$ cat src/rtl/rca_mw_seq_pkg.sv
// Shared definitions for the multi-word add sequencer and its word adder.
//   W_DEFAULT : default adder word width
//   state_t   : sequencer state encoding (3-bit)
package rca_mw_seq_pkg;

    localparam int W_DEFAULT = 32;

    typedef enum logic [2:0] {
        ST_IDLE    = 3'd0,
        ST_ISSUE   = 3'd1,
        ST_WAIT    = 3'd2,
        ST_CAPTURE = 3'd3,
        ST_DONE    = 3'd4
    } state_t;

endpackage : rca_mw_seq_pkg

$ cat src/rtl/rca_mw_seq.sv
// Multi-word add sequencer. Adds two WORDS*W-bit operands by issuing one W-bit
// word at a time (LSW first) into an external clocked adder (rca_clk) and
// chaining its carry-out into the next word's carry-in.
// Ports:
//   clk, reset_n         clock, synchronous active-low reset
//   start                request; accepted when start=1 and busy=0
//   a_in, b_in, ci_in    operands, sampled on accept
//   busy                 high while a word is in flight (ISSUE/WAIT/CAPTURE)
//   done                 one-cycle pulse when sum/cout are valid
//   sum, cout            registered result, held until next accept or reset
//   add_a, add_b, add_ci drive the adder (zero outside ISSUE)
//   add_s, add_co        adder result, valid in CAPTURE
module rca_mw_seq
    import rca_mw_seq_pkg::*;
#(
    parameter int W     = W_DEFAULT,
    parameter int WORDS = 4
) (
    input  logic               clk,
    input  logic               reset_n,
    input  logic               start,
    input  logic [WORDS*W-1:0] a_in,
    input  logic [WORDS*W-1:0] b_in,
    input  logic               ci_in,
    output logic               busy,
    output logic               done,
    output logic [WORDS*W-1:0] sum,
    output logic               cout,
    output logic [W-1:0]       add_a,
    output logic [W-1:0]       add_b,
    output logic               add_ci,
    input  logic [W-1:0]       add_s,
    input  logic               add_co
);

    localparam int             IW       = (WORDS > 1) ? $clog2(WORDS) : 1;
    localparam logic [IW-1:0]  LAST_IDX = IW'(WORDS - 1);

    state_t                    state_reg;
    state_t                    state_next;
    logic [IW-1:0]             idx_reg;
    logic                      carry_reg;
    logic [WORDS-1:0][W-1:0]   op_a_reg;
    logic [WORDS-1:0][W-1:0]   op_b_reg;
    logic [WORDS-1:0][W-1:0]   sum_reg;
    logic                      cout_reg;
    logic                      accept;
    logic                      last_word;

    assign busy      = (state_reg == ST_ISSUE) || (state_reg == ST_WAIT) ||
                       (state_reg == ST_CAPTURE);
    assign done      = (state_reg == ST_DONE);
    assign accept    = start && !busy;
    assign last_word = (idx_reg == LAST_IDX);

    always_ff @(posedge clk) begin
        if (!reset_n) begin
            state_reg <= ST_IDLE;
            idx_reg   <= '0;
            carry_reg <= 1'b0;
            op_a_reg  <= '0;
            op_b_reg  <= '0;
            sum_reg   <= '0;
            cout_reg  <= 1'b0;
        end else begin
            state_reg <= state_next;
            if (accept) begin
                op_a_reg  <= a_in;
                op_b_reg  <= b_in;
                carry_reg <= ci_in;
                idx_reg   <= '0;
                sum_reg   <= '0;
                cout_reg  <= 1'b0;
            end else if (state_reg == ST_CAPTURE) begin
                sum_reg[idx_reg] <= add_s;
                carry_reg        <= add_co;
                if (last_word) begin
                    cout_reg <= add_co;
                end else begin
                    idx_reg <= idx_reg + IW'(1);
                end
            end
        end
    end

    always_comb begin
        state_next = state_reg;
        case (state_reg)
            ST_IDLE:    if (start) state_next = ST_ISSUE;
            ST_ISSUE:   state_next = ST_WAIT;
            ST_WAIT:    state_next = ST_CAPTURE;
            ST_CAPTURE: state_next = last_word ? ST_DONE : ST_ISSUE;
            // start here is a back-to-back accept
            ST_DONE:    state_next = start ? ST_ISSUE : ST_IDLE;
            default:    state_next = ST_IDLE;
        endcase
    end

    // Adder inputs are only non-zero during ISSUE; the adder latches them on
    // the edge that leaves ISSUE.
    always_comb begin
        add_a  = '0;
        add_b  = '0;
        add_ci = 1'b0;
        if (state_reg == ST_ISSUE) begin
            add_a  = op_a_reg[idx_reg];
            add_b  = op_b_reg[idx_reg];
            add_ci = carry_reg;
        end
    end

    assign sum  = sum_reg;
    assign cout = cout_reg;

endmodule : rca_mw_seq

$ cat config.mk
export PLATFORM = sky130hd
export DESIGN_NAME = rca_mw_seq
export DESIGN_NICKNAME = d
export VERILOG_FILES = /design/src/rtl/rca_mw_seq_pkg.sv /design/src/rtl/rca_mw_seq.sv
export SDC_FILE = /design/constraint.sdc
export NUM_CORES = 1
export LEC_CHECK = 0
export BUFFER_PORTS_ARGS = -buffer_cell sky130_fd_sc_hd__clkbuf_2
export CAP_MARGIN = 30
export CORE_AREA = 2 2 192 194
export DETAILED_ROUTE_END_ITERATION = 7
export DIE_AREA = 0 0 194 196
export PLACE_DENSITY = 0.71
export RECOVER_POWER = 25
export SYNTH_ARGS = -nofsm -noshare
export SYNTH_HDL_FRONTEND = slang
export SYNTH_SLANG_ARGS = --single-unit
$ cat constraint.sdc
create_clock -name clk -period 2.5 [get_ports clk]
set_clock_uncertainty 0.05 [all_clocks]
set_input_delay 0.5 -clock clk [delete_from_list [all_inputs] [get_ports clk]]
set_output_delay 0.5 -clock clk [all_outputs]
set_load 0.01 [all_outputs]
==> flow_metrics.tcl <==
set metrics [dict create \
    final_util_pct 58.4 \
    use_met3_pct 8.01 \
    cts-root-buf "clkbuf_16" \
    tritoncts "yes" \
    grtUsageTotal_pct 27.8 \
    p_clk_share_pct 38.6 \
    peakVddDrop_mv 0.571 \
    synth_area_leaders "dfxtp_1 48%, a21oi_1 12%, mux4_2 8.8%, nand3_1 7.9%, o21ai_0 7.8%" \
    yosys_warnings 0 \
    switchingPower_mw 4.38 \
    synth_seq_area_share_pct 47.9 \
    cts_buffers 41 \
    total_power_mw 15.5 \
    post-dp-hpwl_um 36800 \
    grt_max_degree 156 \
    globalRouteOverflowTotal 0 \
    core_um2 36100 \
    vias 16300 \
    synth_ff_type "dfxtp_1" \
    start_util_pct 45.3 \
    synth_area_um2 16300 \
    syn-instance-count 1923 \
    io_buffers 488 \
    worst-path-max-fanout 5 \
    use_met2_pct 46.2 \
    crit_path_top_delay_cell "mux4_2" \
    post-route-min-period_ps 2550 \
    tightest_slew_ps 724 \
    netlist_top_cells_count "391 x dfxtp_1, 385 x a21oi_1, 260 x nand2_1" \
    path_cells "buf_12 > clkbuf_16 > mux4_2 > nor2b_1 > clkbuf_2" \
    h-tree-depth 2 \
    maxCapViolCount 0 \
    cp.arrival_ps 2000 \
    nets 2620 \
    rsz0062_at_grt "yes" \
    async_flop_share_pct 0 \
    status "finished with violations" \
    hold_violations 0 \
    clk_path_buf_depth 3 \
    gr-max-usage-layer "met2" \
    dp_slack_ps 348 \
    via_per_inst 5.76 \
    die_area_um2 38000 \
    worstHoldPathType "in2reg" \
    slew_headroom_pct 51.7 \
    leakagePower_nw 7.75 \
    cts_hold_buf 0 \
    synthesis.nets 2220 \
    antenna_left 0 \
    critPathKind "reg2out" \
    internal_power_mw 11.1 \
    violations "negative setup slack" \
    setup_viol 35 \
    clk_pin_slew_ps 60 \
    synthToLayoutAreaGrowth_pct 28.9 \
    drc 0 \
    p_comb_share_pct 17.1 \
    grt_pass1_wl_um 85500 \
    sequentialPowerShare_pct 44.3 \
    synth_top_area_cell "dfxtp_1" \
    power_density_nw_per_um2 736 \
    required_ps 1950 \
    grt_antenna_before_repair 4 \
    timing.final.ws_setup_ps -49.7 \
    synth_top_cell_area_share_pct 47.9 \
    drive_gt1_share_pct 25.7 \
    cp-end-kind "primary output" \
    grtUsageMet1_pct 34.7 \
    startpoint_type "register" \
    avgSynthCellArea_um2 8.50 \
    yosysMostFrequentCell "dfxtp_1" \
    netlist-cell-type-count 27 \
    cts.sinks 391 \
    drv_slew 0 \
    die_h_um 196 \
    rows 70 \
    drt-total-wl_um 57000 \
    tns_ps -841 \
    drt_pass1_iterations 5 \
    die_w_um 194 \
    synth-edff-count 0 \
    period_share_pct 102 \
    globalplace.congestion 0.870 \
    wl_per_cell_um 20.2 \
    switching_share_pct 28.2 \
    num_io_pins 489 \
    drt_iter0_markers 1331 \
    ys_ff_latch 391 \
    grt_pass1_vias 15400 \
    cp_slowest_stage_delay_ps 500 \
    fmax_ghz 0.392 \
    clk_latency_ps 520 \
]
==> final cells by class <==
cell class	count	area, µm²
Fill cell	3242	15000
Sequential cell	391	7840
Multi-Input combinational cell	1317	7760
Timing Repair Buffer	564	3520
Clock buffer	62	1200
Tap cell	468	586
Clock inverter	10	110
Inverter	8	45.0
Antenna cell	3	7.51
==> logic make-up (layout without fill, tap and decap cells) <==
family / Yosys count / in the layout / synth area share, %
multiplexers: 66 / 66 / 8.94
AO/OA/AOI/OAI: 645 / 645 / 19.8
adder cells (fa/ha/maj): 4 / 4 / 0.306
XOR/XNOR: 2 / 2 / 0.107
flip-flops: 391 / 391 / 47.9
buffers and inverters: 215 / 644 / 5.83
other: 0 / 3 / 0
AND/OR/NAND/NOR: 600 / 600 / 17.1
==> worst max-delay path: cells and delay by family (launching register included) <==
family	cells	cell delay, ps
muxes	1	500
buffers and inverters	3	410
DFF	1	410
and+or+nand+nor	1	150
==> layer usage <==
layer / up-vias / part of all wire (%)
met4: 0 / 2.7
met1: 7788 / 39
met3: 108 / 9.8
met5: - / 0
met2: 802 / 49
li1: 7563 / -
==> cell usage in the layout (no fill, tap or decap), drive strengths merged <==
master	synthesis	layout
clkbuf	94	535
dfxtp	391	391
a21oi	385	385
nand2	260	260
nand3	257	257
o21ai	257	257
buf	113	91
mux4	64	64
nor2b	64	64
inv	8	10
nor2	6	6
clkinv	0	5
and4b	4	4
nand4b	4	4
ha	4	4
diode	0	3
nor3	3	3
xnor2	2	2
mux2i	2	2
bufinv	0	2
o21bai	1	1
a32oi	1	1
and4bb	1	1
nand3b	1	1
a211oi	1	1
clkinvlp	0	1
==> final timing paths <==
check | start | end | slack, ps | depth (start not counted)
max | idx_reg[1]$_SDFFE_PP0P_ | add_a[1] | -50 | 5
min | a_in[38] | op_a_reg[38]$_SDFFE_PN0P_ | 150 | 3
max reg2reg | state_reg[2]$_SDFFE_PN0P_ | op_a_reg[90]$_SDFFE_PN0P_ | 240 | 5
min reg2reg | sum[97]$_SDFFE_PP0P_ | sum[97]$_SDFFE_PP0P_ | 400 | 2
==> metrics by stage <==
| stage | cell area, µm² | instances | hold slack, ps |
|---|---|---|---|
| after floorplan | 16300 | 1923 | 401 |
| after global routing | 21100 | 2823 | 132 |
| after CTS | 20600 | 2806 | 126 |
| after detailed placement | 19100 | 2724 | 394 |
| final | 21100 | 2823 | 149 |
| after global placement | 19100 | 2724 | 390 |
==> timing repair <==
action,CTS,global route
pin swaps,0,0
buffers inserted,7,8
hold endpoints to repair,0,0
endpoints found under the setup margin,62,64
cloned,3,7
gates resized for setup,8,107
==> power by group through the flow <==
| stage | registers (mW) | logic (mW) | clock network (mW) |
|---|---|---|---|
| after floorplan | 6.90 | 1.67 | 0 |
| after global placement | 6.98 | 2.42 | 0 |
| after detailed placement | 7.00 | 2.46 | 0 |
| after CTS | 6.87 | 2.51 | 6.05 |
| after global routing | 6.91 | 2.89 | 6.28 |
| final | 6.88 | 2.65 | 5.98 |
(Power assumes the default switching activity.)
